File: config.mk
export PLATFORM = sky130hd
export DESIGN_NAME = sha1_block_sequencer
export DESIGN_NICKNAME = d
export VERILOG_FILES = /design/src/rtl/sha1_seq_pkg.sv /design/src/rtl/sha1_seq_wordbuf.sv /design/src/rtl/sha1_block_sequencer.sv
export SDC_FILE = /design/constraint.sdc
export NUM_CORES = 1
export LEC_CHECK = 0
export ABC_CLOCK_PERIOD_IN_PS = 5900
export BUFFER_PORTS_ARGS = -buffer_cell sky130_fd_sc_hd__buf_4
export CAP_MARGIN = 25
export CORE_AREA = 2 2 405 407
export DETAILED_ROUTE_END_ITERATION = 10
export DIE_AREA = 0 0 407 409
export PLACE_DENSITY = 0.42
export SLEW_MARGIN = 5
export SYNTH_ARGS = -nofsm -noshare
export SYNTH_HDL_FRONTEND = slang
export SYNTH_SLANG_ARGS = --single-unit
File: constraint.sdc
create_clock -name clk -period 5.9 [get_ports clk]
set_clock_uncertainty 0.15 [all_clocks]
set_input_delay 0.885 -clock clk [delete_from_list [all_inputs] [get_ports clk]]
set_output_delay 0.885 -clock clk [all_outputs]
set_load 0.005 [all_outputs]
File: src/rtl/sha1_seq_pkg.sv
// Shared types and constants for the SHA1 block sequencer, its kernel and its bench.
package sha1_seq_pkg;

  typedef logic [31:0]  word_t;
  typedef logic [159:0] digest_t;

  typedef enum logic [2:0] {
    ST_IDLE,
    ST_FILL,
    ST_LAUNCH,
    ST_WAIT,
    ST_CHAIN,
    ST_OUT
  } seq_state_t;

  // Index 4 holds A, index 0 holds E.
  localparam word_t SHA1_IV [4:0] = '{
    32'h67452301, 32'hefcdab89, 32'h98badcfe, 32'h10325476, 32'hc3d2e1f0
  };

  localparam digest_t SHA1_IV_FLAT = {SHA1_IV[4], SHA1_IV[3], SHA1_IV[2], SHA1_IV[1], SHA1_IV[0]};

endpackage

File: src/rtl/sha1_seq_wordbuf.sv
// 16x32 block buffer: one indexed write port, whole block read flat with word 0 in the top bits.
module sha1_seq_wordbuf
  import sha1_seq_pkg::*;
(
  input  logic         clk,
  input  logic         i_we,
  input  logic [3:0]   i_idx,
  input  word_t        i_data,
  output logic [511:0] o_flat
);

  word_t r_mem [16];

  always_ff @(posedge clk) begin
    if (i_we) r_mem[i_idx] <= i_data;
  end

  for (genvar g = 0; g < 16; g++) begin : g_flat
    assign o_flat[511-32*g -: 32] = r_mem[g];
  end

endmodule

File: src/rtl/sha1_block_sequencer.sv
// Collects 16-word blocks, runs the SHA1 kernel, chains H across blocks and emits the digest.
// Defining SHA1_SEQ_BLKCNT_EN adds the blk_cnt output (blocks compressed for the current message).
//
// state  | meaning
// IDLE   | H ready, waiting for the first word of a block
// FILL   | accepting words 1..15 of the block
// LAUNCH | raise k_start, clear timeout counter
// WAIT   | kernel running; k_start held, timeout counting
// CHAIN  | H updated; emit digest if last block, else next block
// OUT    | digest presented until d_ready
module sha1_block_sequencer
  import sha1_seq_pkg::*;
#(
  parameter int TIMEOUT_CYC   = 255,
  parameter int WORDS_PER_BLK = 16
) (
  input  logic         clk,
  input  logic         reset_n,
  input  logic         s_valid,
  output logic         s_ready,
  input  word_t        s_data,
  input  logic         s_last,
  output logic         k_start,
  output logic [511:0] k_block,
  output digest_t      k_iv,
  input  logic         k_done,
  input  digest_t      k_digest,
  output logic         d_valid,
  input  logic         d_ready,
  output digest_t      d_digest,
  output logic         busy,
  output logic         err
`ifdef SHA1_SEQ_BLKCNT_EN
  ,
  output logic [15:0]  blk_cnt
`endif
);

  localparam int              TW       = $clog2(TIMEOUT_CYC + 1);
  localparam logic [TW-1:0]   TO_VAL   = TW'(TIMEOUT_CYC);
  localparam logic [3:0]      LAST_IDX = 4'(WORDS_PER_BLK - 1);

  seq_state_t    r_state, w_state_nxt;
  logic [3:0]    r_wcnt;
  logic [TW-1:0] r_tcnt;
  logic          r_last, r_s_ready, r_k_start, r_d_valid, r_err;
  digest_t       r_h, r_d_digest;
  logic          w_accept, w_abort, w_kdone, w_xfer;

  sha1_seq_wordbuf u_wordbuf (
    .clk    (clk),
    .i_we   (w_accept),
    .i_idx  (r_wcnt),
    .i_data (s_data),
    .o_flat (k_block)
  );

  always_comb begin
    w_state_nxt = r_state;
    w_abort     = 1'b0;
    w_accept    = s_valid & r_s_ready;
    w_kdone     = (r_state == ST_WAIT) & k_done;
    w_xfer      = (r_state == ST_OUT) & r_d_valid & d_ready;
    case (r_state)
      ST_IDLE, ST_FILL: begin
        if (w_accept) begin
          if (s_last && (r_wcnt != LAST_IDX)) begin
            w_abort     = 1'b1;
            w_state_nxt = ST_IDLE;
          end else if (r_wcnt == LAST_IDX) begin
            w_state_nxt = ST_LAUNCH;
          end else begin
            w_state_nxt = ST_FILL;
          end
        end
      end
      ST_LAUNCH: w_state_nxt = ST_WAIT;
      ST_WAIT: begin
        if (k_done) begin
          w_state_nxt = ST_CHAIN;
        end else if (r_tcnt == TO_VAL) begin
          w_abort     = 1'b1;
          w_state_nxt = ST_IDLE;
        end
      end
      ST_CHAIN: w_state_nxt = r_last ? ST_OUT : ST_IDLE;
      ST_OUT:   if (w_xfer) w_state_nxt = ST_IDLE;
      default:  w_state_nxt = ST_IDLE;
    endcase
  end

  always_ff @(posedge clk) begin
    if (!reset_n) begin
      r_state    <= ST_IDLE;
      r_wcnt     <= '0;
      r_tcnt     <= '0;
      r_last     <= 1'b0;
      r_s_ready  <= 1'b0;
      r_k_start  <= 1'b0;
      r_d_valid  <= 1'b0;
      r_err      <= 1'b0;
      r_h        <= SHA1_IV_FLAT;
      r_d_digest <= '0;
    end else begin
      r_state   <= w_state_nxt;
      // Registered so that every output reads 0 in the cycle right after reset.
      r_s_ready <= (w_state_nxt == ST_IDLE) || (w_state_nxt == ST_FILL);
      r_k_start <= (w_state_nxt == ST_LAUNCH) || (w_state_nxt == ST_WAIT);

      if (w_abort) begin
        r_err  <= 1'b1;
        r_wcnt <= '0;
        r_h    <= SHA1_IV_FLAT;
      end else if (w_accept) begin
        r_wcnt <= r_wcnt + 4'd1;
        if (r_wcnt == LAST_IDX) r_last <= s_last;
      end

      if (r_state == ST_LAUNCH) begin
        r_tcnt <= '0;
      end else if ((r_state == ST_WAIT) && (r_tcnt != TO_VAL)) begin
        r_tcnt <= r_tcnt + TW'(1);
      end

      if (w_kdone) r_h <= k_digest;

      if ((r_state == ST_CHAIN) && r_last) begin
        r_d_digest <= r_h;
        r_d_valid  <= 1'b1;
      end

      if (w_xfer) begin
        r_d_valid <= 1'b0;
        r_h       <= SHA1_IV_FLAT;
      end
    end
  end

`ifdef SHA1_SEQ_BLKCNT_EN
  logic [15:0] r_blk_cnt;

  always_ff @(posedge clk) begin
    if (!reset_n || w_xfer) begin
      r_blk_cnt <= '0;
    end else if (w_kdone && (r_blk_cnt != 16'hFFFF)) begin
      r_blk_cnt <= r_blk_cnt + 16'd1;
    end
  end

  assign blk_cnt = r_blk_cnt;
`endif

  assign s_ready  = r_s_ready;
  assign k_start  = r_k_start;
  assign k_iv     = r_h;
  assign d_valid  = r_d_valid;
  assign d_digest = r_d_digest;
  assign busy     = (r_state != ST_IDLE);
  assign err      = r_err;

endmodule

==> flow_summary.yaml, run 1 <==
global_route:
  grt_max_degree: 129
  antenna_found_initial: 11
  overflow: 0
  grt_pass1_vias: 18000
  grt_pass1_wl_um: 156000
  track_usage: 0.135
drt:
  firstDrtPassIters: 5
  vias: 18400
  drc: 0
  avgRoutedWirePerCell_um: 23.5
  first_iter_violations: 998
  ant_nets: 0
  drt_wl_total_um: 118000
  vias_per_cell: 3.65
synthesis:
  netlist_top_cells_count: "edfxtp_1, dfxtp_1, nand2_1"
  yosys_most_used_dff: "edfxtp_1"
  ys_ff_latch: 852
  async_reset_ff_frac: 0
  synth_area_leaders: "edfxtp_1, dfxtp_1, nand2_1, a21boi_1, a22o_1"
  syn_nets: 1908
  synth.distinct_cells: 46
  synth_top_area_frac: 0.564
  ys_seq_area_frac: 0.814
  yosysMostFrequentCell: "edfxtp_1"
  syn-cell-area_um2: 27200
  synth.avg_cell_area_um2: 16.0
  yosysWarnings: 0
  synth-edff-count: 512
  postSynthCellCount: 1705
  synth_top_area_cell: "edfxtp_1"
critical_path:
  reg2reg_from: "r_tcnt[0]"
  path_buf_inv: 1
  critPathTopFamily: "simple AND/OR/NAND/NOR gates"
  slowest_delay_ns: 0.71
  critPathKind: "flip-flop to flip-flop"
  reg2reg_slack_ns: 2.84
  end_kind: "flip-flop"
  regToRegEndpoint: "k_iv[126]"
  path_cells: "ha_1, nand4_2, nor4_4, nand4b_4, buf_4, o22a_1"
  crit_arrival_ns: 3.55
  worstRegToRegCells: 6
  cp-start-kind: "flip-flop"
  cpMaxStageDelayCell: "buf_4"
  path_max_fanout: 62
  critPathRequiredTime_ns: 6.39
finish:
  fin_nets: 2976
  syn_to_final_growth_pct: 50.0
  drive_above_1_share: 0.432
  nFillCells: 17000
  final_cells: 5030
sta:
  fmax_ghz: 0.327
  slew_violations: 0
  rsz0062_at_grt: "no"
  maxSlewHeadroom: 0.343
  min_period_ns: 3.06
  period_share: 0.519
  hold_ws_ns: 0.223
  setup_violations: 0
  setup_slack_ns: 2.84
  finalHoldViolCount: 0
  worst_pin_slew_ns: 0.985
  setup-tns-final_ns: 0
die:
  core-area_um2: 162000
  dieHeight_um: 409
  ios: 1035
  dieArea_um2: 166000
  rows: 148
  start_util: 0.168
  die_w_um: 407
power_and_ir_drop:
  powerDensity_nw_per_um2: 312
  power_leakage_uw: 0.0153
  vdd_drop_max_mv: 0.216
clock_tree:
  cts_resized: 0
  postCtsHoldBufs: 0
  cts_sinks: 852
  cts_setup_buffers: 0
  htreeDepth: 3
  cts_buffers: 97
  worst_skew_pair.late_latency_ns: 0.70
  cts_tree: "yes"
  path_clk_slew_ns: 0.07
  clk_path_buf_depth: 3
  cts_root_buf: "clkbuf_16"
place:
  port_buffers: 1034
  place_ws_ns: 2.64
  dp_hpwl_um: 86700
  placed_cells: 4849
  gp_congestion: 0.753
run:
  cap_violations: 0
worst_hold_path:
  min-delay-start: "k_digest[124]"
  holdCritPathClass: "primary input to flip-flop"
  min_to: "k_iv[124]"
  whs_path_depth: 2
outcome:
  status: "finished, final reports clean"
[layer usage]
| metal | track usage | share of wire | vias to the layer above |
|---|---|---|---|
| li1 | - | - | 8381 |
| met1 | 0.151 | 0.38 | 9053 |
| met2 | 0.227 | 0.48 | 770 |
| met3 | 0.0638 | 0.11 | 136 |
| met4 | 0.0394 | 0.022 | 16 |
| met5 | 0 | 0.00093 | - |
[cell usage in the layout (no fill, tap or decap), drive strengths merged, types with 2 or more instances in the layout]
cell	Yosys	routed
diode	0	3
xor2	4	4
a21boi	161	161
nor3b	3	3
inv	4	11
nor4	3	3
nand2	333	333
buf	48	1062
nand2b	4	4
o21ai	4	4
bufinv	0	7
a22o	80	80
mux2i	2	2
clkinvlp	0	4
o211ai	3	3
xnor2	3	3
edfxtp	512	512
a21oi	3	3
nor3	6	6
and3	8	8
nand4	3	3
o22a	80	80
nand3	5	5
dfxtp	340	340
clkbuf	45	134
clkinv	0	26
ha	5	5
nor2	30	30
[through the flow]
stage	total power, uW	area (um2)	util
finish	12700	40900	0.252
detailed placement	6770	37600	0.232
floorplan	6530	27200	-
global placement	6760	37600	0.232
global route	13200	40900	0.252
CTS	13000	40900	0.252
[where the power goes]
part	total, uW	internal (uW)	switching [uW]
clock	6120	3510	2600
combinational	302	128	174
sequential	6320	6320	6.17
total	12700	9960	2780
[worst reg2reg max path: cells and delay by family (launching register included)]
family | cells | cell delay, ns
compound gates | 1 | 0.40
fa+ha+maj | 1 | 0.22
simple gates | 3 | 1.14
flops | 1 | 0.37
buf+inv | 1 | 0.73
[flip-flops by register name (all words and copies together), names as in the netlist, 3 cells and up]
signal           flops
r_wcnt               4
r_state              3
u_wordbuf.r_mem    512
r_tcnt               8
d_digest           160
k_iv               160
[logic make-up after synthesis]
family	count (synthesis)	synth area share
xor+xnor	7	0.00225
mux	2	0.000735
simple gates	404	0.0614
flops	852	0.814
buf+inv	97	0.0188
compound gates	338	0.100
fa+ha+maj	5	0.00230
[worst max-delay path by stage]
stage | startpoint | end | slack, ns | depth (start not counted)
6_report | r_tcnt[0] | k_iv[126] | 2.84 | 6
3_3_place_gp | s_valid | k_iv[126] | 2.66 | 6
4_1_cts | r_tcnt[0] | k_iv[99] | 2.79 | 6
5_1_grt | r_tcnt[0] | k_iv[91] | 2.62 | 6
2_1_floorplan | s_valid | u_wordbuf.r_mem[0][0] | 1.67 | 4
3_5_place_dp | s_valid | k_iv[126] | 2.64 | 6
[cell type report]
cell class	instances	area (um2)	share of cell area
diodes	3	7.51	0.000184
clock buffers	134	2680	0.0655
flip-flops and latches	852	22200	0.543
repair buffers	1062	8030	0.196
multi-input cells	756	4690	0.115
clock inverters	44	547	0.0134
well taps	2175	2720	0.0666
inverters	4	15.0	0.000367
(Power assumes the default switching activity.)
==> run 2, diff against run 1 <==
--- a/config.mk
+++ b/config.mk
@@ -5,13 +5,14 @@
 export SDC_FILE = /design/constraint.sdc
 export NUM_CORES = 1
 export LEC_CHECK = 0
-export ABC_CLOCK_PERIOD_IN_PS = 5900
+export ABC_AREA = 1
+export ABC_CLOCK_PERIOD_IN_PS = 2940
 export BUFFER_PORTS_ARGS = -buffer_cell sky130_fd_sc_hd__buf_4
 export CAP_MARGIN = 25
-export CORE_AREA = 2 2 405 407
+export CORE_AREA = 2 2 403 405
 export DETAILED_ROUTE_END_ITERATION = 10
-export DIE_AREA = 0 0 407 409
-export PLACE_DENSITY = 0.42
+export DIE_AREA = 0 0 405 407
+export PLACE_DENSITY = 0.43
 export SLEW_MARGIN = 5
 export SYNTH_ARGS = -nofsm -noshare
 export SYNTH_HDL_FRONTEND = slang
==> constraint.sdc (replaced) <==
create_clock -name clk -period 2.94 [get_ports clk]
set_clock_uncertainty 0.15 [all_clocks]
set_input_delay 0.441 -clock clk [delete_from_list [all_inputs] [get_ports clk]]
set_output_delay 0.441 -clock clk [all_outputs]
set_load 0.005 [all_outputs]
==> flow_summary.yaml, run 2 <==
drt:
  firstDrtPassIters: 5
  first_iter_violations: 1392
  ant_nets: 0
  drt_wl_total_um: 131000
  vias_per_cell: 3.93
  vias: 22400
  avgRoutedWirePerCell_um: 23.0
  drc: 0
power_and_ir_drop:
  vdd_drop_max_mv: 0.439
  powerDensity_nw_per_um2: 580
  power_leakage_uw: 0.0170
  p_total_uw: 25800
clock_tree:
  postCtsHoldBufs: 195
  path_clk_slew_ns: 0.06
  cts_setup_buffers: 0
  cts_tree: "yes"
  cts_root_buf: "clkbuf_16"
  clk_path_buf_depth: 3
  cts_resized: 0
  htreeDepth: 3
  cts_sinks: 852
  worst_skew_pair.late_latency_ns: 0.71
  cts_buffers: 97
die:
  start_util: 0.178
  core-area_um2: 160000
  die_w_um: 405
  dieHeight_um: 407
  rows: 147
  ios: 1035
  dieArea_um2: 165000
place:
  dpl_cell_area_um2: 39400
  placed_cells: 5323
  gp_congestion: 0.809
  port_buffers: 1034
  dp_hpwl_um: 93700
finish:
  layout_commonest_cell: "buf_4"
  final_cells: 5706
  largest_register_ffs: 512
  design_area_um2: 44500
  final_cell_mix: "buf_4, edfxtp_1, dfxtp_1, nor2_1, nand2_1"
  syn_to_final_growth_pct: 55.7
  drive_above_1_share: 0.380
  fin_nets: 3660
  regMostFlops: "u_wordbuf.r_mem"
  nFillCells: 16700
sta:
  maxSlewHeadroom: 0.359
  fmax_ghz: 0.405
  period_share: 0.840
  worst_pin_slew_ns: 0.961
  finalHoldViolCount: 0
  hold_ws_ns: 0.0803
  setup-tns-final_ns: 0
  min_period_ns: 2.47
  setup_violations: 0
  rsz0062_at_grt: "no"
  slew_violations: 0
global_route:
  grt_pass1_wl_um: 176000
  grt_max_degree: 102
  track_usage: 0.151
  grt_pass1_vias: 21900
  overflow: 0
  antenna_found_initial: 15
synthesis:
  async_reset_ff_frac: 0
  synth-edff-count: 512
  yosys_most_used_dff: "edfxtp_1"
  netlist_top_cells_count: "edfxtp_1, nor2_1, dfxtp_1"
  yosysWarnings: 0
  synth.distinct_cells: 29
  yosysMostFrequentCell: "edfxtp_1"
  syn-cell-area_um2: 28600
  synth_top_area_frac: 0.538
  ys_ff_latch: 852
  synth_top_area_cell: "edfxtp_1"
  syn_nets: 2407
  synth_area_leaders: "edfxtp_1, dfxtp_1, nor2_1, nand4_1, nand2_1"
  postSynthCellCount: 2204
  ys_seq_area_frac: 0.776
  synth.avg_cell_area_um2: 13.0
run:
  cap_violations: 0
outcome:
  status: "finished, final reports clean"
critical_path:
  path_max_fanout: 70
  end_kind: "flip-flop"
  critPathRequiredTime_ns: 3.42
  slowest_delay_ns: 0.71
  critPathKind: "flip-flop to flip-flop"
  path_cells: "ha_1, nand3_1, nor2_1, nand2_4, buf_4, nand4_1, a21oi_1"
  crit_arrival_ns: 2.95
  cpMaxStageDelayCell: "buf_4"
  cp-start-kind: "flip-flop"
worst_hold_path:
  holdCritPathClass: "primary input to flip-flop"
## run 2: cell types whose count changed after synthesis, moves of 71 or more
| cell | previous run | this run |
|---|---|---|
| nor2_1 | 30 | 352 |
| a21boi_1 | 161 | 0 |
| nand4_1 | 2 | 162 |
| o21ai_0 | 2 | 142 |
| nand2_1 | 333 | 212 |
| nand3_1 | 5 | 94 |
| a21oi_1 | 3 | 90 |
| a22o_1 | 80 | 0 |
| o22a_1 | 80 | 0 |
| or2_2 | 0 | 71 |
## run 2: power breakdown
part           switching (uW)  leakage, uW  internal [uW]  total (uW)
logic                     598      0.00812            545        1140
registers                83.5      0.00736          12700       12800
clock network            5260      0.00151           6610       11900
total                    5940       0.0170          19900       25800
## run 2: area by class of cell
| type | count | area, um2 | share of cell area |
|---|---|---|---|
| Antenna cell | 10 | 25.0 | 0.000562 |
| Sequential cell | 852 | 22200 | 0.499 |
| Inverter | 29 | 116 | 0.00262 |
| Multi-Input combinational cell | 1176 | 5730 | 0.129 |
| Tap cell | 2160 | 2700 | 0.0607 |
| Clock buffer | 133 | 2630 | 0.0592 |
| Clock inverter | 45 | 472 | 0.0106 |
| Timing Repair Buffer | 1301 | 10600 | 0.239 |
## run 2: cell families (layout without fill, tap and decap cells)
| logic type | count (synthesis) | in the layout | share of synthesized area |
|---|---|---|---|
| AND/OR/NAND/NOR | 911 | 911 | 0.147 |
| flip-flops | 852 | 852 | 0.776 |
| AO/OA/AOI/OAI | 259 | 259 | 0.0457 |
| buffers and inverters | 176 | 1508 | 0.0293 |
| adder cells (fa/ha/maj) | 5 | 5 | 0.00219 |
| XOR/XNOR | 1 | 1 | 0.000306 |
| other | 0 | 10 | 0 |
## run 2: final timing paths
kind | slack [ns] | start | depth (start not counted) | to
max | 0.47 | r_tcnt[0] | 7 | k_iv[35]
min | 0.08 | k_done | 4 | r_state[1]
max reg2reg | 0.47 | r_tcnt[0] | 7 | k_iv[35]
min reg2reg | 0.33 | d_digest[3] | 2 | d_digest[3]
## run 2: per-stage QoR
| step | utilization | setup WS, ns |
|---|---|---|
| 2_1_floorplan | - | 0.0818 |
| 3_3_place_gp | 0.246 | 0.512 |
| 3_5_place_dp | 0.246 | 0.489 |
| 4_1_cts | 0.278 | 0.481 |
| 5_1_grt | 0.278 | 0.209 |
| 6_report | 0.278 | 0.469 |
## run 2: critical path, delay by kind of cell, from the launching register on
family	cells	cell delay, ns
adder cells (fa/ha/maj)	1	0.26
AND/OR/NAND/NOR	4	0.61
buffers and inverters	1	0.71
AO/OA/AOI/OAI	1	0.18
flip-flops	1	0.33
## run 2: routing by layer
layer  wire length (um)  global-route usage  vias to the layer above
met2              64400               0.258                      939
met3              12500              0.0578                      149
met1              50900               0.171                    11000
li1                   -                   -                    10300
met4               3480              0.0486                        4
met5                 13                   0                        -
==> run 3, diff against run 2 <==
--- a/config.mk
+++ b/config.mk
@@ -6,7 +6,7 @@
 export NUM_CORES = 1
 export LEC_CHECK = 0
 export ABC_AREA = 1
-export ABC_CLOCK_PERIOD_IN_PS = 2940
+export ABC_CLOCK_PERIOD_IN_PS = 2400
 export BUFFER_PORTS_ARGS = -buffer_cell sky130_fd_sc_hd__buf_4
 export CAP_MARGIN = 25
 export CORE_AREA = 2 2 403 405
==> constraint.sdc (replaced) <==
create_clock -name clk -period 2.4 [get_ports clk]
set_clock_uncertainty 0.15 [all_clocks]
set_input_delay 0.36 -clock clk [delete_from_list [all_inputs] [get_ports clk]]
set_output_delay 0.36 -clock clk [all_outputs]
set_load 0.005 [all_outputs]
==> flow_summary.yaml, run 3 (synthesis gave the netlist of run 2 again) <==
critical_path:
  crit_arrival_ns: 1.66
  cp-start-kind: "flip-flop"
  reg2reg_from: "s_ready"
  critPathKind: "flip-flop to primary output"
  end_kind: "primary output"
  critPathRequiredTime_ns: 1.89
  path_max_fanout: 4
  regToRegEndpoint: "u_wordbuf.r_mem[2][1]"
  reg2reg_slack_ns: 0.28
  worstRegToRegCells: 5
die:
  dieHeight_um: 407
  dieArea_um2: 165000
  die_w_um: 405
  rows: 147
  ios: 1035
  core-area_um2: 160000
  start_util: 0.178
clock_tree:
  cts_buffers: 96
  clk_path_buf_depth: 3
  worst_skew_pair.late_latency_ns: 0.71
  path_clk_slew_ns: 0.06
  cts_tree: "yes"
  cts_setup_buffers: 0
  htreeDepth: 3
  cts_sinks: 852
  cts_root_buf: "clkbuf_16"
sta:
  setup_slack_ns: 0.228
  period_share: 0.905
  slew_violations: 0
  maxSlewHeadroom: 0.601
  finalHoldViolCount: 0
  fmax_ghz: 0.460
  setup_violations: 0
  worst_pin_slew_ns: 0.599
  min_period_ns: 2.17
  rsz0062_at_grt: "no"
run:
  cap_violations: 0
finish:
  layout_commonest_cell: "buf_4"
  largest_register_ffs: 512
  design_area_um2: 44600
  multi_input_area_um2: 5730
  drive_above_1_share: 0.382
  regArea_um2: 22200
  syn_to_final_growth_pct: 56.0
  nFillCells: 16700
  regMostFlops: "u_wordbuf.r_mem"
  final_cell_mix: "buf_4, edfxtp_1, dfxtp_1, nor2_1, nand2_1"
  fin_nets: 3658
drt:
  drc: 0
  avgRoutedWirePerCell_um: 22.7
  vias_per_cell: 3.94
  vias: 22400
  first_iter_violations: 1461
  ant_nets: 0
  drt_wl_total_um: 130000
  firstDrtPassIters: 6
global_route:
  grt_max_degree: 102
  grt_pass1_vias: 21700
  overflow: 0
  track_usage: 0.149
  antenna_found_initial: 15
  grt_pass1_wl_um: 174000
power_and_ir_drop:
  p_sw_uw: 7270
  power_leakage_uw: 0.0170
  p_seq_frac: 0.493
  switching_share: 0.229
  p_clk_frac: 0.461
  vdd_drop_max_mv: 0.525
  p_comb_frac: 0.045
  powerDensity_nw_per_um2: 714
  power.internal_uw: 24500
place:
  place_ws_ns: 0.170
  dpl_cell_area_um2: 39500
  gp_congestion: 0.793
  dp_hpwl_um: 92800
  port_buffers: 1034
worst_hold_path:
  min_to: "r_state[2]"
  min-delay-start: "d_ready"
  holdCritPathClass: "primary input to flip-flop"
  whs_path_depth: 6
outcome:
  status: "finished, final reports clean"
run 3: per-stage QoR:
| step | hold slack (ns) | TNS (ns) | cells | utilization | power, uW |
|---|---|---|---|---|---|
| floorplan | 0.309 | -91.71 | 2204 | - | 16300 |
| global placement | 0.316 | 0 | 5321 | 0.246 | 17200 |
| detailed placement | 0.323 | 0 | 5321 | 0.246 | 17200 |
| CTS | 0.213 | 0 | 5692 | 0.278 | 32400 |
| global route | 0.279 | 0 | 5694 | 0.278 | 33000 |
| finish | 0.266 | 0 | 5696 | 0.278 | 31800 |
run 3: power groups by stage:
stage | Combinational, uW | Sequential [uW] | Clock [uW]
final | 1440 | 15700 | 14700
after global routing | 1550 | 15700 | 15700
after CTS | 1470 | 15700 | 15200
after detailed placement | 1190 | 16000 | 0
after global placement | 1190 | 16000 | 0
after floorplan | 309 | 16000 | 0
run 3: area by class of cell:
cell class / instances / share of cell area
Sequential cell: 852 / 0.497
Timing Repair Buffer: 1300 / 0.240
Multi-Input combinational cell: 1176 / 0.129
Tap cell: 2160 / 0.0606
Clock buffer: 127 / 0.0593
Clock inverter: 48 / 0.0109
Inverter: 29 / 0.00264
Antenna cell: 4 / 0.000224
run 3: per-layer routing:
| metal | vias up | share of wire | GRT usage | routed length [um] |
|---|---|---|---|---|
| met1 | 11000 | 0.39 | 0.174 | 50800 |
| met2 | 959 | 0.48 | 0.251 | 62600 |
| met4 | 8 | 0.028 | 0.0496 | 3640 |
| li1 | 10300 | - | - | - |
| met3 | 172 | 0.096 | 0.0551 | 12400 |
| met5 | - | 0.00032 | 0 | 42 |
run 3: repair_timing:
action | CTS | global route
hold buffers | 196 | 0
hold endpoints to repair | 696 | 0
setup endpoints to repair | 1 | 3
gates resized for setup | 1 | 1
run 3: worst max-delay path: stages, from the launching register on:
cell and delay, ns:
dfxtp_1 0.36, nor2_2 0.25, nand2_1 0.14, buf_4 0.20
run 3: worst max path at each step:
stage,end,start,cells after the start
2_1_floorplan,u_wordbuf.r_mem[11][0],r_wcnt[1],5
3_3_place_gp,r_wcnt[0],r_tcnt[0],7
3_5_place_dp,r_wcnt[0],r_tcnt[0],7
4_1_cts,busy,r_state[1],3
5_1_grt,k_iv[136],r_wcnt[1],7
6_report,busy,r_state[1],3
